==> src/rtl/argmax_sched.sv <==
// Symbol scheduler for the argmax datapath. It meters the lambda stream into whole N-sample windows.
// One theta per window is captured into a small result FIFO, and credit-based backpressure ensures no result is lost.
module argmax_sched #(
    parameter int N         = 256,
    parameter int RES_DEPTH = 2,
    parameter int SYMW      = 8
) (
    input  logic            clk,
    input  logic            rst,
    input  logic            start,
    input  logic [SYMW-1:0] num_sym,
    output logic            busy,
    output logic            done,
    input  logic            lam_valid,
    output logic            lam_ready,
    input  logic [15:0]     lam_data,
    output logic            minus_valid,
    output logic [15:0]     lambda,
    input  logic            argmax_valid,
    input  logic [7:0]      theta_in,
    output logic            res_valid,
    input  logic            res_ready,
    output logic [7:0]      res_theta,
    output logic [SYMW-1:0] res_sym,
    output logic            err_unexp
);
    localparam int IW = $clog2(N);
    localparam int CW = $clog2(RES_DEPTH + 1);
    localparam int OW = $clog2(RES_DEPTH * N + 1);
    localparam int PW = $clog2(RES_DEPTH);

    typedef enum logic [1:0] {S_IDLE, S_RUN, S_FLUSH, S_DONE} state_t;

    state_t          state_q, state_d;
    logic [SYMW-1:0] num_sym_q, num_sym_d;
    logic [IW-1:0]   issue_cnt_q, issue_cnt_d;
    logic [SYMW-1:0] iss_sym_q, iss_sym_d;
    logic [CW-1:0]   open_q, open_d;
    logic [OW-1:0]   outstanding_q, outstanding_d;
    logic [IW-1:0]   ret_cnt_q, ret_cnt_d;
    logic [SYMW-1:0] cap_sym_q, cap_sym_d;
    logic            busy_q, busy_d;
    logic            done_q, done_d;
    logic            minus_valid_q, minus_valid_d;
    logic [15:0]     lambda_q, lambda_d;
    logic            err_q, err_d;
    logic [7:0]      theta_mem_q [RES_DEPTH];
    logic [SYMW-1:0] sym_mem_q   [RES_DEPTH];
    logic [PW-1:0]   wr_ptr_q, wr_ptr_d;
    logic [PW-1:0]   rd_ptr_q, rd_ptr_d;
    logic [CW-1:0]   fifo_cnt_q, fifo_cnt_d;

    logic accept, win_start, win_last, ret_ok, capture, push, pop;
    logic credit_ok, iss_sym_done;

    function automatic logic [PW-1:0] ptr_inc(input logic [PW-1:0] p);
        return (p == PW'(RES_DEPTH - 1)) ? '0 : p + PW'(1);
    endfunction

    // A new window may only open when its theta is guaranteed a FIFO slot.
    assign credit_ok    = ({1'b0, open_q} + {1'b0, fifo_cnt_q}) < (CW + 1)'(RES_DEPTH);
    assign iss_sym_done = (iss_sym_q == num_sym_q) && (issue_cnt_q == '0);
    assign lam_ready    = (state_q == S_RUN) && !iss_sym_done && ((issue_cnt_q != '0) || credit_ok);

    assign accept    = lam_valid && lam_ready;
    assign win_start = accept && (issue_cnt_q == '0);
    assign win_last  = accept && (issue_cnt_q == IW'(N - 1));
    assign ret_ok    = argmax_valid && (outstanding_q != '0);
    assign capture   = ret_ok && (ret_cnt_q == IW'(N - 1));
    assign pop       = res_valid && res_ready;
    assign push      = capture && ((fifo_cnt_q != CW'(RES_DEPTH)) || pop);

    always_comb begin
        // NOTE: every next-state variable gets its hold value first so no path leaves it unassigned (no latch).
        state_d       = state_q;
        num_sym_d     = num_sym_q;
        issue_cnt_d   = issue_cnt_q;
        iss_sym_d     = iss_sym_q;
        cap_sym_d     = capture ? cap_sym_q + SYMW'(1) : cap_sym_q;
        ret_cnt_d     = ret_cnt_q;
        minus_valid_d = 1'b0;
        lambda_d      = lambda_q;
        done_d        = 1'b0;
        err_d         = err_q | (argmax_valid && (outstanding_q == '0));
        outstanding_d = outstanding_q + OW'(accept) - OW'(ret_ok);
        open_d        = open_q + CW'(win_start) - CW'(capture);
        fifo_cnt_d    = fifo_cnt_q + CW'(push) - CW'(pop);
        wr_ptr_d      = push ? ptr_inc(wr_ptr_q) : wr_ptr_q;
        rd_ptr_d      = pop ? ptr_inc(rd_ptr_q) : rd_ptr_q;

        if (ret_ok) begin
            ret_cnt_d = (ret_cnt_q == IW'(N - 1)) ? '0 : ret_cnt_q + IW'(1);
        end

        if (accept) begin
            minus_valid_d = 1'b1;
            lambda_d      = lam_data;
            issue_cnt_d   = win_last ? '0 : issue_cnt_q + IW'(1);
            if (win_start) begin
                iss_sym_d = iss_sym_q + SYMW'(1);
            end
        end

        case (state_q)
            S_IDLE: begin
                if (start) begin
                    issue_cnt_d = '0;
                    iss_sym_d   = '0;
                    cap_sym_d   = '0;
                    if (num_sym == '0) begin
                        state_d = S_DONE;
                        done_d  = 1'b1;
                    end else begin
                        state_d   = S_RUN;
                        num_sym_d = num_sym;
                    end
                end
            end
            S_RUN: begin
                if (win_last && (iss_sym_q == num_sym_q)) begin
                    state_d = S_FLUSH;
                end
            end
            S_FLUSH: begin
                // done lines up with the capture of the final theta, not one cycle after it.
                if (cap_sym_d == num_sym_q) begin
                    state_d = S_DONE;
                    done_d  = 1'b1;
                end
            end
            S_DONE:  state_d = S_IDLE;
            default: state_d = S_IDLE;
        endcase

        busy_d = (state_d != S_IDLE);
    end

    // NOTE: sequential state uses non-blocking assignments so every flop samples pre-edge values.
    always_ff @(posedge clk or posedge rst) begin
        if (rst) begin
            state_q       <= S_IDLE;
            num_sym_q     <= '0;
            issue_cnt_q   <= '0;
            iss_sym_q     <= '0;
            open_q        <= '0;
            outstanding_q <= '0;
            ret_cnt_q     <= '0;
            cap_sym_q     <= '0;
            busy_q        <= 1'b0;
            done_q        <= 1'b0;
            minus_valid_q <= 1'b0;
            lambda_q      <= '0;
            err_q         <= 1'b0;
            wr_ptr_q      <= '0;
            rd_ptr_q      <= '0;
            fifo_cnt_q    <= '0;
            // NOTE: the result storage is reset because its head entry is visible on res_theta/res_sym.
            for (int i = 0; i < RES_DEPTH; i++) begin
                theta_mem_q[i] <= '0;
                sym_mem_q[i]   <= '0;
            end
        end else begin
            state_q       <= state_d;
            num_sym_q     <= num_sym_d;
            issue_cnt_q   <= issue_cnt_d;
            iss_sym_q     <= iss_sym_d;
            open_q        <= open_d;
            outstanding_q <= outstanding_d;
            ret_cnt_q     <= ret_cnt_d;
            cap_sym_q     <= cap_sym_d;
            busy_q        <= busy_d;
            done_q        <= done_d;
            minus_valid_q <= minus_valid_d;
            lambda_q      <= lambda_d;
            err_q         <= err_d;
            wr_ptr_q      <= wr_ptr_d;
            rd_ptr_q      <= rd_ptr_d;
            fifo_cnt_q    <= fifo_cnt_d;
            if (push) begin
                theta_mem_q[wr_ptr_q] <= theta_in;
                sym_mem_q[wr_ptr_q]   <= cap_sym_q;
            end
        end
    end

    assign busy        = busy_q;
    assign done        = done_q;
    assign minus_valid = minus_valid_q;
    assign lambda      = lambda_q;
    assign err_unexp   = err_q;
    assign res_valid   = (fifo_cnt_q != '0);
    assign res_theta   = theta_mem_q[rd_ptr_q];
    assign res_sym     = sym_mem_q[rd_ptr_q];

endmodule

==> config.mk <==
export PLATFORM = sky130hd
export DESIGN_NAME = argmax_sched
export DESIGN_NICKNAME = d
export VERILOG_FILES = /design/src/rtl/argmax_sched.sv
export SDC_FILE = /design/constraint.sdc
export NUM_CORES = 1
export LEC_CHECK = 0
export ABC_AREA = 1
export CORE_MARGIN = 2
export CORE_UTILIZATION = 52
export CTS_CLUSTER_DIAMETER = 150
export DETAILED_ROUTE_END_ITERATION = 10
export PLACE_DENSITY = 0.81
export SLEW_MARGIN = 0
export SYNTH_ARGS = -nofsm -noshare
export SYNTH_HDL_FRONTEND = slang
export SYNTH_SLANG_ARGS = --single-unit
==> constraint.sdc <==
create_clock -name clk -period 10.6 [get_ports clk]
set_clock_uncertainty 0.2 [all_clocks]
set_input_delay 1.59 -clock clk [delete_from_list [all_inputs] [get_ports clk]]
set_output_delay 1.59 -clock clk [all_outputs]
set_load 0.02 [all_outputs]
**Yosys cells after proc, flatten, opt, wreduce, memory -nomap -nowiden**

Cells that the tools add are included.

- Equality and inequality tests: 8
- Multiplexer cells: 34
- Bitwise gates (word level): 4
- Reductions and logical operators: 25
- $lt $le $gt $ge: 4
- Add/subtract/negate cells: 13

Operator list:

| operator | number |
|---|---|
| $mux W8 | 19 |
| $add A8 B1 Y8 const B | 4 |
| $bwmux W16 | 2 |
| $eq A8 B8 Y1 | 2 |
| $eq A8 B8 Y1 const B | 2 |
| $logic_not A8 Y1 | 2 |
| $logic_and A1 B1 Y1 | 13 |
| $add A10 B1 Y10 | 1 |
| $logic_not A10 Y1 | 1 |
| $reduce_bool A10 Y1 | 1 |
| $sub A10 B1 Y10 | 1 |
| $demux W8 S1 | 1 |
| $mux W2 | 4 |
| $pmux W2 S4 | 1 |
| $reduce_bool A8 Y1 | 1 |
| $mux W1 | 6 |
| $add A2 B1 Y2 | 2 |
| $eq A2 B2 Y1 const B | 2 |
| $ge A2 B2 Y1 const B | 2 |
| $not A1 Y2 | 2 |
| $reduce_bool A2 Y1 | 2 |
| $sub A2 B1 Y2 | 2 |
| $add A2 B2 Y3 | 1 |
| $lt A3 B2 Y1 const B | 1 |
| 11 further kinds | 13 |

- Output and inout port bits: 38
- Flip-flop bits (word level): 110
- Word-level logic and storage cells: 108

**Depth between registers and ports, before layout**

- Depth after elaboration: 11
- Gate-level depth with buffers: 23

**Least setup slack after synthesis**

No wires, ideal clock.

- Path type: in2reg
- From: input lam_valid
- To: register outstanding_q[8]
- Library setup time: 0.116 ns
- Path buffers: 1
- Stages on the path: 14
- Slack: 6.751 ns
- Arrival: 3.533 ns
- Cells stage by stage: nand2_2 buf_2 ha_1 inv_1 ha_1 inv_1 fa_1 o21ai_0 a21oi_1 o21bai_1 a21o_1 nand2_1 nand3_1 nand2_1

- Cells in the longest elaborated chain, start to end: 3

RTL lines:

| item | line | RTL |
|---|---|---|
| start: declaration | 14 | `input logic lam_valid,` |
| $logic_and A1 B1 Y1 | 65 | `assign accept = lam_valid && lam_ready;` |
| $add A10 B1 Y10 | 85 | `outstanding_d = outstanding_q + OW'(accept) - OW'(ret_ok);` |
| $sub A10 B1 Y10 | 85 |  |
| net outstanding_d[8] | 39 | `logic [OW-1:0] outstanding_q, outstanding_d;` |
| end signal: assignment | 168 | `outstanding_q <= outstanding_d;` |
| end: declaration | 39 |  |

The timed path passes the listed nets, and every way through them passes these cells.
A chain may end at the register's enable or synchronous reset.

**Final worst setup path**

Same ends and word-level chain as after synthesis.

==> metrics.cfg <==
[setup_path]
reg2reg_slack_ns = 6.39
cp-start-kind = primary input
critPathArrivalTime_ns = 4.64
crit_required_ns = 10.72
reg2reg_to = outstanding_q[8]
crit_path_max_fanout = 25
critPathKind = primary input to flop
ff2ff_path_depth = 20
critPathCaptureType = flop
r2r-start = fifo_cnt_q[1]

[global_routing]
grt_pass1_wl_mm = 21.0
antenna_found_initial = 0
grt_overflow = 0
grt_pass1_vias = 4810
grt.total_usage = 0.219
grt_max_degree = 68

[finish]
antenna_cells = 0
drive_above_1_share = 0.0530
areaGrowthSynthToFinish_pct = 17.9
fin_cells = 932
final_util = 0.630
fin_nets = 849

[cts]
cts_resized = 0
numCtsBuffers = 9
path_clk_slew_ns = 0.10
cts_hold_buf = 0
htreeDepth = 3
post_cts_buffers = 0
cts_tree = done
cts.path.max_buffers = 2
insertion_delay_ns = 0.37
clkSinkCount = 110
cts-root-buf = clkbuf_8

[synthesis]
yosysTopAreaCellShare = 0.473
muxShareOfSynthArea = 0.00194
yosys_warnings = 0
synth_top_family_by_area = simple AND/OR/NAND/NOR gates
synth_seq_cells = 110
synth_area_per_cell_sq_um = 8.08
syn-num-nets = 782
synth_largest_area_cell = dfrtp_1
yosysMostFrequentCell = nand2_1
ys_top_cells_by_count = nand2_1, dfrtp_1, inv_1, nor2_1, o21ai_0
synth_fa_ha_area_frac = 0.0542
synth_edf_count = 0
synthTopCellsByArea = dfrtp_1, nand2_1, inv_1
netlist_instances = 720
synth-compound-area-share = 0.0972
synth.distinct_cells = 42
synth_ff_type = dfrtp_1
ys_seq_area_frac = 0.473
synth_area_sq_mm = 0.00582
synth-xor-area-share = 0.0436
synthSimpleGateAreaFrac = 0.243
synthArstFlopShare = 1.00

[min_path]
hold_depth = 1
hold_class = flop to flop
min_to = err_unexp
hp-start = err_unexp

[power_and_ir_drop]
ir_drop_uv = 135
cellPowerDensity_mw_per_mm2 = 249
pwr-share-clk = 0.167
p_switching_uw = 699
swShare = 0.409
power.leakage_nw = 3.49
intPower_mw = 1.01
seq_power_share = 0.373
pwr-share-comb = 0.460

[flow_run]
cap_violations = 0

[outcome]
outcome = finished, final reports clean

[sta]
fmax_ghz = 0.222
hold_ws_ns = 0.282
final-hold-violation-count = 0
fin_setup_tns_ns = 0
grt_setup_unrepaired = false
report.final.slew_viol_count = 0
min_period_ns = 4.51
setup_viol = 0
fin_crit_sh = 0.426
setup_ws_ns = 6.09
max_slew_margin = 0.322
worstMarginPinSlew_ns = 1.01

[routing]
wl_per_cell_um = 12.9
first_pass_iters = 5
drt_wl_total_mm = 12.1
vias = 4751
drc = 0
ant_nets = 0
viasPerCell = 5.10
drt_iter0_markers = 295

[die]
die_h_um = 110
die_w_um = 110
core_sq_mm = 0.0109
dieArea_sq_mm = 0.0121
num_io_pins = 76
start_util = 0.534
rows = 38

[place]
pre_cts_slack_ns = 5.74
dp_hpwl_mm = 8.92
placement.io_buffers = 75
placed_cells = 916
gp_congestion = 0.842

[layer usage]
layer	global-route usage	part of all wire	up-vias	routed length, um
met5	0	0	-	0
met1	0.258	0.44	2216	5330
met3	0.0403	0.052	16	630
li1	-	-	2392	-
met2	0.397	0.49	127	5920
met4	0.0759	0.016	0	190
[per-stage QoR]
stage	area (sq um)	total power [mW]
3_5_place_dp	6630	1.43
3_3_place_gp	6630	1.38
2_1_floorplan	5820	1.15
4_1_cts	6860	1.72
6_report	6860	1.71
5_1_grt	6860	1.84
[critical path, cell delays in order]
cell and delay [ns]:
clkdlybuf4s50_1 0.49, nand2_2 0.28, ha_1 0.40, inv_1 0.06, ha_1 0.18, inv_1 0.07
fa_1 0.41, o21ai_0 0.38, a21oi_1 0.13, o21bai_1 0.26, a21o_1 0.17, nand2_1 0.06
nand2_1 0.06, nand2_1 0.05, nand2_1 0.05
[sequential cells by signal, summed over array words and instances (netlist names), 8 cells and up]
name / flops
outstanding_q: 10
issue_cnt_q: 8
ret_cnt_q: 8
iss_sym_q: 8
sym_mem_q: 16
theta_mem_q: 16
lambda: 16
cap_sym_q: 8
num_sym_q: 8
[layout by cell type, fill, tap and decap left out, types with 5 or more instances in the layout]
| cell type | instances |
|---|---|
| ha_1 | 22 |
| clkbuf_8 | 10 |
| xor2_1 | 19 |
| nand4_1 | 5 |
| nor2_1 | 50 |
| o21ai_0 | 46 |
| dfrtp_1 | 110 |
| clkdlybuf4s50_1 | 75 |
| inv_1 | 98 |
| xnor2_1 | 10 |
| nand2_1 | 221 |
| a21oi_1 | 31 |
| nand3_1 | 30 |
| o21ai_1 | 12 |
[how the worst max path moves through the flow]
stage,start,end,depth (start not counted)
2_1_floorplan,rst,busy,1
3_3_place_gp,lam_valid,outstanding_q[8],14
3_5_place_dp,lam_valid,outstanding_q[8],14
4_1_cts,lam_valid,outstanding_q[8],15
5_1_grt,lam_valid,outstanding_q[8],15
6_report,lam_valid,outstanding_q[8],15
[final cells by class]
| type | count | area, sq um |
|---|---|---|
| multi-input combinational | 488 | 2560 |
| clock buffer | 10 | 138 |
| sequential | 110 | 2750 |
| clock inverter | 6 | 92.6 |
| tap | 140 | 175 |
| fill | 939 | 4030 |
| inverter | 102 | 388 |
| timing repair buffer | 76 | 758 |
[kinds of logic after synthesis]
kind of cell,after synthesis
multiplexers,1
flip-flops,110
adder cells (fa/ha/maj),24
AO/OA/AOI/OAI,102
XOR/XNOR,29
buffers and inverters,122
AND/OR/NAND/NOR,332
[power by group through the flow]
stage / registers [mW] / clock network, mW / logic, mW
after CTS: 0.636 / 0.290 / 0.793
after global routing: 0.652 / 0.308 / 0.880
final: 0.638 / 0.285 / 0.786
after floorplan: 0.650 / 0 / 0.498
after detailed placement: 0.642 / 0 / 0.788
after global placement: 0.636 / 0 / 0.742
Power figures use the tool's default switching activity.
